===== config.mk =====
export PLATFORM = sky130hd
export DESIGN_NAME = dcm_drp_ctrl
export DESIGN_NICKNAME = d
export VERILOG_FILES = /design/src/rtl/dcm_drp_ctrl.sv
export SDC_FILE = /design/constraint.sdc
export NUM_CORES = 1
export LEC_CHECK = 0
export BUFFER_PORTS_ARGS = -buffer_cell sky130_fd_sc_hd__buf_2
export CAP_MARGIN = 20
export CORE_MARGIN = 5
export CORE_UTILIZATION = 49
export DETAILED_ROUTE_END_ITERATION = 7
export GPL_ROUTABILITY_DRIVEN = 0
export PLACE_DENSITY = 0.87
export REMOVE_ABC_BUFFERS = 1
export SLEW_MARGIN = 20
export SYNTH_ARGS = -nofsm -noshare
export SYNTH_HDL_FRONTEND = slang
export SYNTH_SLANG_ARGS = --single-unit

===== constraint.sdc =====
create_clock -name clk -period 2.4 [get_ports clk]
set_input_delay 0.24 -clock clk [delete_from_list [all_inputs] [get_ports clk]]
set_output_delay 0.24 -clock clk [all_outputs]
set_load 0.01 [all_outputs]

===== src/rtl/dcm_drp_ctrl.sv =====
// DRP access controller for a DCM: runs the DCM reset/lock sequence, then
// serialises host read/write requests onto the DRP port with a ready timeout.
module dcm_drp_ctrl #(
  parameter int TO_CYC  = 64,
  parameter int RST_CYC = 8
) (
  input  logic        clk,
  input  logic        rst_n,
  // Host side. A request transfers on a rising edge where req_valid and
  // req_ready are both high; req_ready is high only in IDLE.
  input  logic        req_valid,
  output logic        req_ready,
  input  logic        req_write,
  input  logic [6:0]  req_addr,
  input  logic [15:0] req_wdata,
  output logic        rsp_valid,
  output logic [15:0] rsp_data,
  output logic        rsp_err,
  input  logic        rst_req,
  // DRP side
  output logic [6:0]  drp_daddr,
  output logic [15:0] drp_di,
  output logic        drp_den,
  output logic        drp_dwe,
  input  logic [15:0] drp_do,
  input  logic        drp_drdy,
  // DCM control/status
  output logic        dcm_rst,
  input  logic        dcm_locked,
  output logic        locked,
  output logic [2:0]  dbg_state
);

  localparam logic [2:0] S_RST_DCM   = 3'd0;
  localparam logic [2:0] S_WAIT_LOCK = 3'd1;
  localparam logic [2:0] S_IDLE      = 3'd2;
  localparam logic [2:0] S_STROBE    = 3'd3;
  localparam logic [2:0] S_WAIT_RDY  = 3'd4;
  localparam logic [2:0] S_RESP      = 3'd5;

  localparam logic [7:0] RST_LAST = 8'(RST_CYC - 1);
  localparam logic [7:0] TO_LAST  = 8'(TO_CYC - 1);

  logic [2:0]  state_q, state_d;
  logic [7:0]  cnt_q;
  logic [7:0]  cnt_inc;
  logic        timeout;
  logic        pend_q;
  logic        wr_q;
  logic        lock_q;
  logic [6:0]  addr_q;
  logic [15:0] wdata_q;
  logic [15:0] rsp_data_q;
  logic        rsp_err_q;
  logic        in_access;

  assign cnt_inc = cnt_q + 8'd1;
  // The counter reaches TO_CYC-1 on the edge that leaves WAIT_RDY, so the
  // response lands TO_CYC cycles after the strobe.
  assign timeout = (cnt_inc == TO_LAST);

  always_comb begin
    state_d = state_q;
    case (state_q)
      S_RST_DCM:   if (cnt_q == RST_LAST) state_d = S_WAIT_LOCK;
      S_WAIT_LOCK: if (dcm_locked) state_d = S_IDLE;
      S_IDLE: begin
        if (rst_req)        state_d = S_RST_DCM;
        else if (req_valid) state_d = S_STROBE;
      end
      S_STROBE:    state_d = S_WAIT_RDY;
      S_WAIT_RDY:  if (drp_drdy || timeout) state_d = S_RESP;
      S_RESP:      state_d = pend_q ? S_RST_DCM : S_IDLE;
      default:     state_d = S_RST_DCM;
    endcase
  end

  always_ff @(posedge clk or negedge rst_n) begin
    if (!rst_n) begin
      state_q    <= S_RST_DCM;
      cnt_q      <= '0;
      pend_q     <= 1'b0;
      wr_q       <= 1'b0;
      lock_q     <= 1'b0;
      addr_q     <= '0;
      wdata_q    <= '0;
      rsp_data_q <= '0;
      rsp_err_q  <= 1'b0;
    end else begin
      state_q <= state_d;
      lock_q  <= dcm_locked;

      if (state_d == state_q && (state_q == S_RST_DCM || state_q == S_WAIT_RDY))
        cnt_q <= cnt_inc;
      else
        cnt_q <= '0;

      // A reset request during an access is deferred until its response.
      if (state_d == S_RST_DCM)
        pend_q <= 1'b0;
      else if ((state_q == S_STROBE || state_q == S_WAIT_RDY) && rst_req)
        pend_q <= 1'b1;

      if (state_q == S_IDLE && state_d == S_STROBE) begin
        addr_q  <= req_addr;
        wdata_q <= req_wdata;
        wr_q    <= req_write;
      end

      // drdy wins over a coincident timeout.
      if (state_q == S_WAIT_RDY && state_d == S_RESP) begin
        rsp_err_q  <= ~drp_drdy;
        rsp_data_q <= (drp_drdy && !wr_q) ? drp_do : 16'd0;
      end
    end
  end

  assign in_access = (state_q == S_STROBE) || (state_q == S_WAIT_RDY) || (state_q == S_RESP);

  assign dcm_rst   = (state_q == S_RST_DCM);
  assign req_ready = (state_q == S_IDLE);
  assign drp_den   = (state_q == S_STROBE);
  assign drp_dwe   = (state_q == S_STROBE) && wr_q;
  assign drp_daddr = in_access ? addr_q : 7'd0;
  assign drp_di    = in_access ? wdata_q : 16'd0;
  assign rsp_valid = (state_q == S_RESP);
  assign rsp_data  = rsp_data_q;
  assign rsp_err   = rsp_err_q;
  assign locked    = lock_q && (in_access || state_q == S_IDLE);
  assign dbg_state = state_q;

endmodule


==> reports/qor.txt, run 1 <==
Largest incremental delay on the critical path = 0.54 ns
Die width = 82.4 um
Worst-Skew Late Latency = 0.30 ns
Status = finished clean
Worst vdd rail ir drop = 0.000570 V
Static power due to leakage = 1.62 nW
Worst-margin pin slew = 0.630 ns
Number of fill cells = 422
Commonest cells in the netlist = sky130_fd_sc_hd__dfrtp_1, sky130_fd_sc_hd__and2_1, sky130_fd_sc_hd__mux2_2
Area of the mapped netlist = 2570 sq um
Syn avg cell area = 11.3 sq um
Top-level I/O count = 95
Number of standard-cell rows in the floorplan = 26
Async set-reset flop share out of synthesis = 100%
Post-synthesis instance total = 227
Fraction of post-synthesis cell area in the top cell type by area = 52.6%
Overall track demand over capacity in global routing = 17.5%
Clock tree from TritonCTS = built
Die height = 82.4 um
TritonRoute pass-1 iters = 4
Initial cell density of the core = 50.3%
H-tree depth = 2
Count of yosys warnings during synthesis = 0
Setup violation total in the final timing report = 0
Shortest period the worst path allows = 2.16 ns
Count of placed standard cells in the final layout, fillers left out = 393
Clk pin slew, worst setup/hold paths = 0.09 ns
Post-layout net count = 370
Setup TNS Final = 0 ns
Per-cell via count in the routed design = 5.16
Biggest area contributors in the synthesized netlist = sky130_fd_sc_hd__dfrtp_1, sky130_fd_sc_hd__mux2_2, sky130_fd_sc_hd__and2_1, sky130_fd_sc_hd__a22oi_1, sky130_fd_sc_hd__o21ai_0
Required time of the critical path = 2.16 ns
Starting DRC count in detailed routing = 67
Half-perimeter wire length after detailed placement = 4210 um
Placed Instances = 384
Buffer depth of the longest clock path = 2
Synthesized flop and latch total = 54
Total Die Area = 6800 sq um
Port buffer count = 94
Crit-path slowest cell = sky130_fd_sc_hd__dfrtp_2
Most instantiated library cell after synthesis = sky130_fd_sc_hd__dfrtp_1
Drt wl/cell = 14.3 um
Core Area = 5110 sq um
Final Max Slew Viols = 0
Maximum fanout encountered on the critical timing path = 23
Highest clock frequency the design can meet = 462 MHz
Max capacitance violation total = 0
Vias in the first global route = 2025
Critical path's top delay family = simple AND/OR/NAND/NOR gates
Endpoint class of the critical path = primary output
Fraction of layout instances using a drive strength above 1 = 44.9%
CP Cell Sequence = nand3b_1 > nand2_1 > and2_1 > buf_2
Overall Power = 0.00349 W
Total count of hold-check failures in the final report = 0
Post-Route Utilization = 63.0%
Number of buffers inserted during clock tree synthesis = 5
Post-synth EDFFs = 0
Antenna violations before repair = 0
Number of routed nets with antenna violations = 0
Relative slew slack = 57.8%
Sequential cell area fraction in the yosys report = 52.6%
Num Clock Sinks = 54
Worst Path Arrival = 1.92 ns
Library cell with the largest summed area after synthesis = sky130_fd_sc_hd__dfrtp_1
Unrepaired setup endpoints after global routing = no
Drt total wl = 5630 um
Worst Path Buf+Inv = 1
Post-synth cell types = 43
Leftover overflow at the end of global routing = 0
Leading register cell type out of synthesis = sky130_fd_sc_hd__dfrtp_1
Pwr dens = 1080 nW/um^2
Vias after detailed routing = 2026
Pin count of the biggest net entering global routing = 28
Category of the critical setup timing path = reg2out
Antenna diode instance count = 0
Drt drc = 0
Final period utilization = 90.1%
Global-route wire length before repair = 9200 um
Class of the most critical hold timing path = in2reg
Critical Path Source Type = flop
Worst setup skew after layout = 0.00915 ns
Cell at the root of the clock tree = sky130_fd_sc_hd__clkbuf_8
Area growth syn-to-layout = 25.1%
[flip-flops by register name (all words and copies together), names as in the netlist]
| name | flops |
|---|---|
| dbg_state | 3 |
| wr_q | 1 |
| rsp_err | 1 |
| pend_q | 1 |
| addr_q | 7 |
| wdata_q | 16 |
| cnt_q | 8 |
| lock_q | 1 |
| rsp_data | 16 |
[placed cells by master (no fill, tap or decap), drive strengths merged, types with 3 or more instances in the layout]
master  Yosys  layout
buf         9     100
dfrtp      54      54
and2       24      24
mux2       24      24
nand2      23      23
o21ai      18      18
a22oi      16      16
clkbuf      4       7
inv         6       6
a211oi      6       6
a21oi       4       4
nor3        4       4
nor2        3       3
xnor2       3       3
xor2        3       3
nand3       3       3
[worst paths after layout]
check | startpoint | endpoint | slack [ns] | cells after the start
setup / recovery | dbg_state[2]$_DFF_PN0_ | drp_di[13] | 0.24 | 4
hold / removal | dcm_locked | lock_q$_DFF_PN0_ | 0.06 | 1
min in group asynchronous | rst_n | lock_q$_DFF_PN0_ | 0.49 | 2
hold reg to reg | cnt_q[0]$_DFF_PN0_ | cnt_q[0]$_DFF_PN0_ | 0.49 | 1
max in group asynchronous | rst_n | wdata_q[15]$_DFFE_PN0P_ | 1.17 | 3
setup reg to reg | cnt_q[0]$_DFF_PN0_ | rsp_data[10]$_DFFE_PN0P_ | 0.41 | 6
[worst reg2reg max path, delay by kind of cell (launching register included)]
kind                     cells  cell delay, ns
adder cells (fa/ha/maj)      1            0.25
XOR/XNOR                     1            0.19
AO/OA/AOI/OAI                1            0.12
flip-flops                   1            0.41
buffers and inverters        1            0.27
AND/OR/NAND/NOR              2            0.63
[cells by family after synthesis]
| family | Yosys count | synth area share, % |
|---|---|---|
| AOI/OAI and AO/OA | 51 | 13.7 |
| DFF | 54 | 52.6 |
| and+or+nand+nor | 69 | 15.9 |
| muxes | 25 | 10.9 |
| adders and majority gates | 2 | 0.973 |
| buffers and inverters | 20 | 3.89 |
| xor gates and xnor gates | 6 | 2.04 |
[power breakdown]
group          switching [W]  internal, W  leakage, nW
sequential          0.000294      0.00129        0.634
combinational       0.000665     0.000691        0.927
clock               0.000285     0.000265       0.0544
[stage by stage]
step / worst slack [ns] / area (sq um) / hold slack [ns]
2_1_floorplan: 0.202 / 2500 / -0.0556
3_5_place_dp: 0.386 / 3100 / 0.279
6_report: 0.237 / 3220 / 0.0646
4_1_cts: 0.0398 / 3220 / 0.0500
3_3_place_gp: 0.423 / 3100 / 0.271
5_1_grt: 0.0741 / 3220 / 0.0434
[repair_timing]
action | 4_1_cts | 5_1_grt
setup buffers | 0 | 0
gates resized for setup | 0 | 1
hold buffers | 1 | 0
endpoints found under the setup margin | 0 | 23
hold endpoints to repair | 25 | 0
[metal layers]
metal | wire length (um) | share of wire [%] | GRT usage, % | vias up
li1 | - | - | - | 993
met1 | 2550 | 45 | 22.2 | 949
met2 | 2560 | 45 | 30.0 | 77
met3 | 480 | 8.5 | 4.23 | 7
met4 | 44 | 0.78 | 4.49 | 0
met5 | 0 | 0 | 0 | -
[layout make-up]
class	instances	area (sq um)	area share, %
Sequential cell	54	1350	42.0
Multi-Input combinational cell	153	1120	34.8
Timing Repair Buffer	101	526	16.3
Clock buffer	7	96.3	2.99
Tap cell	70	87.6	2.72
Inverter	7	26.3	0.817
Clock inverter	1	8.76	0.272
Power figures use the tool's default switching activity.
==> run 2: changes to the inputs <==
==> constraint.sdc (replaced) <==
create_clock -name clk -period 2.4 [get_ports clk]
set_input_delay 0.12 -clock clk [delete_from_list [all_inputs] [get_ports clk]]
set_output_delay 0.12 -clock clk [all_outputs]
set_load 0.01 [all_outputs]
==> run 2 against run 1 <==
Against the previous run: power fell by 0.28%; sequential cell count is the same; sequential power is essentially flat; largest cell class unchanged; worst hold slack worse by 0.038 ns; combinational power about the same; critical endpoint unchanged.
==> reports/qor.txt, run 2 (synthesis results as in run 1) <==
Pin count of the biggest net entering global routing = 55 (was 28)
Minimum setup slack among reg-to-reg paths = 0.51 ns (was 0.41 ns)
Status = finished clean (unchanged)
Initial cell density of the core = 50.3% (unchanged)
Vias after detailed routing = 2040 (was 2026)
Num Clock Sinks = 54 (unchanged)
Antenna violations before repair = 0 (unchanged)
Per-cell via count in the routed design = 5.19 (was 5.16)
H-tree depth = 2 (unchanged)
Worst-Skew Late Latency = 0.31 ns (was 0.30 ns)
Cell at the root of the clock tree = sky130_fd_sc_hd__clkbuf_8 (unchanged)
Category of the critical setup timing path = reg2out (unchanged)
Setup violation total in the final timing report = 0 (unchanged)
Shortest period the worst path allows = 2.16 ns (about the same)
Drt drc = 0 (unchanged)
Worst vdd rail ir drop = 0.000578 V (was 0.000570 V)
Buffer depth of the longest clock path = 2 (unchanged)
Worst-margin pin slew = 0.674 ns (was 0.630 ns)
CP Cell Sequence = nand3b_1 > nand2_1 > and2_1 > buf_2 (unchanged)
Vias in the first global route = 1999 (was 2025)
Die width = 82.4 um (unchanged)
Area growth syn-to-layout = 24.9% (was 25.1%)
Post-cts gate resize count = 0 (unchanged)
Number of routed nets with antenna violations = 0 (unchanged)
Power share of the sequential group = 45.4% (about the same)
Worst setup skew after layout = 0.0102 ns (was 0.00915 ns)
Combinational fraction of design power = 39.3% (was 38.9%)
Drt total wl = 5720 um (was 5630 um)
Fraction of layout instances using a drive strength above 1 = 44.3% (was 44.9%)
Max capacitance violation total = 0 (unchanged)
Pwr dens = 1080 nW/um^2 (about the same)
Critical Path Source Type = flop (unchanged)
Largest incremental delay on the critical path = 0.69 ns (was 0.54 ns)
Highest clock frequency the design can meet = 464 MHz (was 462 MHz)
Leftover overflow at the end of global routing = 0 (unchanged)
Unrepaired setup endpoints after global routing = no (unchanged)
Worst Path Arrival = 2.04 ns (was 1.92 ns)
Port buffer count = 94 (unchanged)
Number of buffers inserted during clock tree synthesis = 5 (unchanged)
Final Max Slew Viols = 0 (unchanged)
Internal Dissipation = 0.00220 W (was 0.00225 W)
Endpoint class of the critical path = primary output (unchanged)
Antenna diode instance count = 0 (unchanged)
Portion of total power attributed to the clock network = 15.4% (was 15.7%)
Switching share of power = 36.9% (was 35.6%)
Class of the most critical hold timing path = in2reg (unchanged)
Relative slew slack = 55.1% (was 57.8%)
Core Area = 5110 sq um (unchanged)
Placed Instances = 383 (was 384)
Commonest non-fill, non-tap cell in the layout = sky130_fd_sc_hd__buf_2 (unchanged)
Die height = 82.4 um (unchanged)
Drt wl/cell = 14.6 um (was 14.3 um)
Overall track demand over capacity in global routing = 17.0% (was 17.5%)
Total Die Area = 6800 sq um (unchanged)
Maximum fanout encountered on the critical timing path = 23 (unchanged)
Total count of hold-check failures in the final report = 0 (unchanged)
Post-layout net count = 370 (unchanged)
Overall Power = 0.00348 W (was 0.00349 W)
Starting DRC count in detailed routing = 98 (was 67)
Top-level I/O count = 95 (unchanged)
Number of standard-cell rows in the floorplan = 26 (unchanged)
Net switching power = 0.00128 W (was 0.00124 W)
Clk pin slew, worst setup/hold paths = 0.11 ns (was 0.09 ns)
Setup TNS Final = 0 ns (unchanged)
Number of hold-repair buffers added at the cts stage = 2 (was 1)
TritonRoute pass-1 iters = 5 (was 4)
Crit-path slowest cell = sky130_fd_sc_hd__dfrtp_1 (was sky130_fd_sc_hd__dfrtp_2)
Required time of the critical path = 2.28 ns (was 2.16 ns)
Final period utilization = 89.8% (was 90.1%)
Half-perimeter wire length after detailed placement = 4120 um (was 4210 um)
Count of placed standard cells in the final layout, fillers left out = 393 (unchanged)
Commonest cells after routing, fill and taps aside = sky130_fd_sc_hd__buf_2, sky130_fd_sc_hd__dfrtp_1, sky130_fd_sc_hd__and2_1, sky130_fd_sc_hd__mux2_2, sky130_fd_sc_hd__nand2_1 (unchanged)
Clock tree from TritonCTS = built (unchanged)
Static power due to leakage = 1.61 nW (was 1.62 nW)
Global-route wire length before repair = 9000 um (was 9200 um)
Post-CTS setup buffer count = 0 (unchanged)
==> run 2: cell count changes in the layout (fill, tap and decap cells not counted), sizes merged <==
| cell | before | now |
|---|---|---|
| clkinv | 2 | 3 |
| inv | 6 | 7 |
| buf | 100 | 99 |
| clkbuf | 7 | 5 |
| dlygate4sd3 | 1 | 2 |
==> run 2: critical path: cells and delay by family (launching register included) <==
kind	cells	cell delay [ns]
buffers and inverters	1	0.14
and+or+nand+nor	3	0.89
DFF	1	0.69
==> run 2: stage by stage <==
step / hold slack, ns / area (sq um) / setup slack (ns) / util (%)
after floorplan: -0.176 / 2500 / 0.202 / -
after global placement: 0.259 / 3090 / 0.595 / 60.6
after detailed placement: 0.256 / 3090 / 0.537 / 60.6
after CTS: 0.0193 / 3210 / 0.228 / 62.9
after global routing: 0.00928 / 3210 / 0.0395 / 62.9
final: 0.0263 / 3210 / 0.244 / 62.9
==> run 2: final timing paths <==
path | end | cells past startpoint | from
max in group asynchronous | rsp_data[1]$_DFFE_PN0P_ | 3 | rst_n
min in group asynchronous | wdata_q[5]$_DFFE_PN0P_ | 3 | rst_n
hold reg to reg | cnt_q[0]$_DFF_PN0_ | 1 | cnt_q[0]$_DFF_PN0_
hold / removal | addr_q[1]$_DFFE_PN0P_ | 2 | req_addr[1]
setup / recovery | drp_di[13] | 4 | dbg_state[2]$_DFF_PN0_
setup reg to reg | rsp_err$_DFFE_PN0P_ | 4 | dbg_state[2]$_DFF_PN0_
==> run 2: final cells by class <==
| cell class | instances | area [sq um] |
|---|---|---|
| multi-input cells | 153 | 1120 |
| fillers | 431 | 1900 |
| inverters | 7 | 26.3 |
| clock buffers | 5 | 68.8 |
| flip-flops and latches | 54 | 1350 |
| well taps | 70 | 87.6 |
| clock inverters | 3 | 28.8 |
| repair buffers | 101 | 528 |
==> run 2: power by group through the flow <==
| stage | clock network, W | registers, W | logic, W |
|---|---|---|---|
| floorplan | 0 | 0.00160 | 0.000832 |
| global placement | 0 | 0.00157 | 0.00134 |
| detailed placement | 0 | 0.00160 | 0.00138 |
| CTS | 0.000558 | 0.00158 | 0.00139 |
| global route | 0.000594 | 0.00163 | 0.00153 |
| finish | 0.000536 | 0.00158 | 0.00137 |
==> run 2: routing by layer <==
metal	vias up	GRT usage (%)	routed length, um	share of wire [%]
met4	0	5.32	74	1.3
met1	950	20.6	2510	44
met5	-	0	0	0
li1	991	-	-	-
met3	12	5.31	522	9.1
met2	87	28.8	2610	46
==> run 3: changes to the inputs <==
- HOLD_SLACK_MARGIN: unset -> 0.12
==> run 3 against run 2 <==
Against the previous run: clock power barely moved; clock skew shrank 0.0022 ns; non-clock buffer count is 40 higher; critical path type unchanged; largest power group unchanged; highest routed layer unchanged.
==> reports/qor.txt, run 3 (synthesis results as in run 1) <==
Vias after detailed routing = 2236 (was 2040)
Pre-CTS setup slack = 0.537 ns (unchanged)
Antenna diode instance count = 0 (unchanged)
Endpoint class of the critical path = primary output (unchanged)
Per-cell via count in the routed design = 5.16 (was 5.19)
Port buffer count = 94 (unchanged)
Pwr dens = 991 nW/um^2 (was 1080 nW/um^2)
Fraction of layout instances using a drive strength above 1 = 39.7% (was 44.3%)
Commonest cells after routing, fill and taps aside = sky130_fd_sc_hd__buf_2, sky130_fd_sc_hd__dfrtp_1, sky130_fd_sc_hd__dlygate4sd3_1 (was sky130_fd_sc_hd__buf_2, sky130_fd_sc_hd__dfrtp_1, sky130_fd_sc_hd__and2_1, sky130_fd_sc_hd__mux2_2, sky130_fd_sc_hd__nand2_1)
Worst Path Arrival = 1.94 ns (was 2.04 ns)
Clock tree from TritonCTS = built (unchanged)
Largest incremental delay on the critical path = 0.54 ns (was 0.69 ns)
Global-route wire length before repair = 10700 um (was 9000 um)
Critical Path Source Type = flop (unchanged)
Post-layout net count = 410 (was 370)
Antenna violations before repair = 0 (unchanged)
Relative slew slack = 55.6% (was 55.1%)
Number of buffers inserted during clock tree synthesis = 5 (unchanged)
Total count of hold-check failures in the final report = 0 (unchanged)
Category of the critical setup timing path = reg2out (unchanged)
Worst setup skew after layout = 0.00805 ns (was 0.0102 ns)
Final period utilization = 85.7% (was 89.8%)
Commonest non-fill, non-tap cell in the layout = sky130_fd_sc_hd__buf_2 (unchanged)
CP Cell Sequence = nand3b_1 > nand2_1 > and2_1 > buf_2 (unchanged)
Class of the most critical hold timing path = in2reg (unchanged)
Drt drc = 0 (unchanged)
Clk pin slew, worst setup/hold paths = 0.11 ns (about the same)
Static power due to leakage = 1.78 nW (was 1.61 nW)
Pin count of the biggest net entering global routing = 55 (unchanged)
Total Die Area = 6800 sq um (unchanged)
Num Clock Sinks = 54 (unchanged)
Half-perimeter wire length after detailed placement = 4120 um (unchanged)
Drt total wl = 6820 um (was 5720 um)
Setup slack of the critical path after layout = 0.344 ns (was 0.244 ns)
Worst vdd rail ir drop = 0.000559 V (was 0.000578 V)
Shortest period the worst path allows = 2.06 ns (was 2.16 ns)
Drt wl/cell = 15.7 um (was 14.6 um)
Area growth syn-to-layout = 40.5% (was 24.9%)
Post-Route Utilization = 70.7% (was 62.9%)
Number of standard-cell rows in the floorplan = 26 (unchanged)
Number of fill cells = 364 (was 431)
Setup violation total in the final timing report = 0 (unchanged)
Die width = 82.4 um (unchanged)
Initial cell density of the core = 50.3% (unchanged)
Overall Power = 0.00358 W (was 0.00348 W)
Minimum setup slack among reg-to-reg paths = 0.52 ns (was 0.51 ns)
Cell at the root of the clock tree = sky130_fd_sc_hd__clkbuf_8 (unchanged)
Unrepaired setup endpoints after global routing = no (unchanged)
Count of placed standard cells in the final layout, fillers left out = 433 (was 393)
Final Max Slew Viols = 0 (unchanged)
Placed Instances = 383 (unchanged)
Number of routed nets with antenna violations = 0 (unchanged)
Status = finished clean (unchanged)
Crit-path slowest cell = sky130_fd_sc_hd__dfrtp_2 (was sky130_fd_sc_hd__dfrtp_1)
Buffer depth of the longest clock path = 2 (unchanged)
Die height = 82.4 um (unchanged)
Highest clock frequency the design can meet = 486 MHz (was 464 MHz)
Leftover overflow at the end of global routing = 0 (unchanged)
Setup TNS Final = 0 ns (unchanged)
Max capacitance violation total = 0 (unchanged)
Worst-Skew Late Latency = 0.31 ns (about the same)
Maximum fanout encountered on the critical timing path = 23 (unchanged)
Vias in the first global route = 2242 (was 1999)
Worst-margin pin slew = 0.666 ns (was 0.674 ns)
Required time of the critical path = 2.28 ns (about the same)
Core Area = 5110 sq um (unchanged)
Starting DRC count in detailed routing = 145 (was 98)
Top-level I/O count = 95 (unchanged)
Overall track demand over capacity in global routing = 20.6% (was 17.0%)
H-tree depth = 2 (unchanged)
TritonRoute pass-1 iters = 5 (unchanged)
[run 3: changes by cell type in the layout (fill, tap and decap cells not counted)]
| cell | previous run | this run |
|---|---|---|
| sky130_fd_sc_hd__dlygate4sd3_1 | 2 | 42 |
| sky130_fd_sc_hd__dfrtp_1 | 54 | 53 |
| sky130_fd_sc_hd__dfrtp_2 | 0 | 1 |
[run 3: power breakdown]
| group | switching [W] | leakage (nW) | internal, W |
|---|---|---|---|
| Sequential | 0.000310 | 0.634 | 0.00129 |
| Clock | 0.000318 | 0.0502 | 0.000217 |
| Combinational | 0.000708 | 1.09 | 0.000735 |
[run 3: cell type report]
cell class | count | area, sq um | share of cell area, %
inverter | 7 | 26.3 | 0.727
sequential | 54 | 1350 | 37.4
timing repair buffer | 141 | 928 | 25.7
tap | 70 | 87.6 | 2.42
multi-input combinational | 153 | 1120 | 31.0
clock inverter | 3 | 28.8 | 0.797
clock buffer | 5 | 68.8 | 1.91
[run 3: worst max-delay path, delay by kind of cell (launching register included)]
family / cells / cell delay [ns]
buffers and inverters: 1 / 0.14
and+or+nand+nor: 3 / 0.95
DFF: 1 / 0.54
[run 3: routing by layer]
layer / vias up / track usage [%] / wire [um]
met3: 10 / 6.29 / 617
met2: 90 / 36.3 / 3320
met5: - / 0 / 0
met1: 1066 / 24.5 / 2810
li1: 1070 / - / -
met4: 0 / 4.65 / 72
[run 3: through the flow]
stage	hold WS (ns)	cell area (sq um)
2_1_floorplan	-0.176	2500
3_3_place_gp	0.259	3090
3_5_place_dp	0.256	3090
4_1_cts	0.125	3610
5_1_grt	0.153	3610
6_report	0.131	3610
[run 3: final timing paths]
kind / endpoint / startpoint / depth (start not counted)
max in group asynchronous: dbg_state[2]$_DFF_PN0_ / rst_n / 3
worst max register to register: rsp_data[1]$_DFFE_PN0P_ / cnt_q[0]$_DFF_PN0_ / 6
worst min-delay path: pend_q$_DFFE_PN0P_ / rst_req / 3
worst min register to register: cnt_q[0]$_DFF_PN0_ / cnt_q[0]$_DFF_PN0_ / 1
worst max-delay path: drp_di[9] / dbg_state[2]$_DFF_PN0_ / 4
min in group asynchronous: wdata_q[3]$_DFFE_PN0P_ / rst_n / 3
[run 3: what timing repair did]
action,4_1_cts,5_1_grt
buffers inserted,0,0
endpoints found under the hold margin,95,0
gates resized for setup,0,1
setup endpoints to repair,0,16
hold buffers,42,0
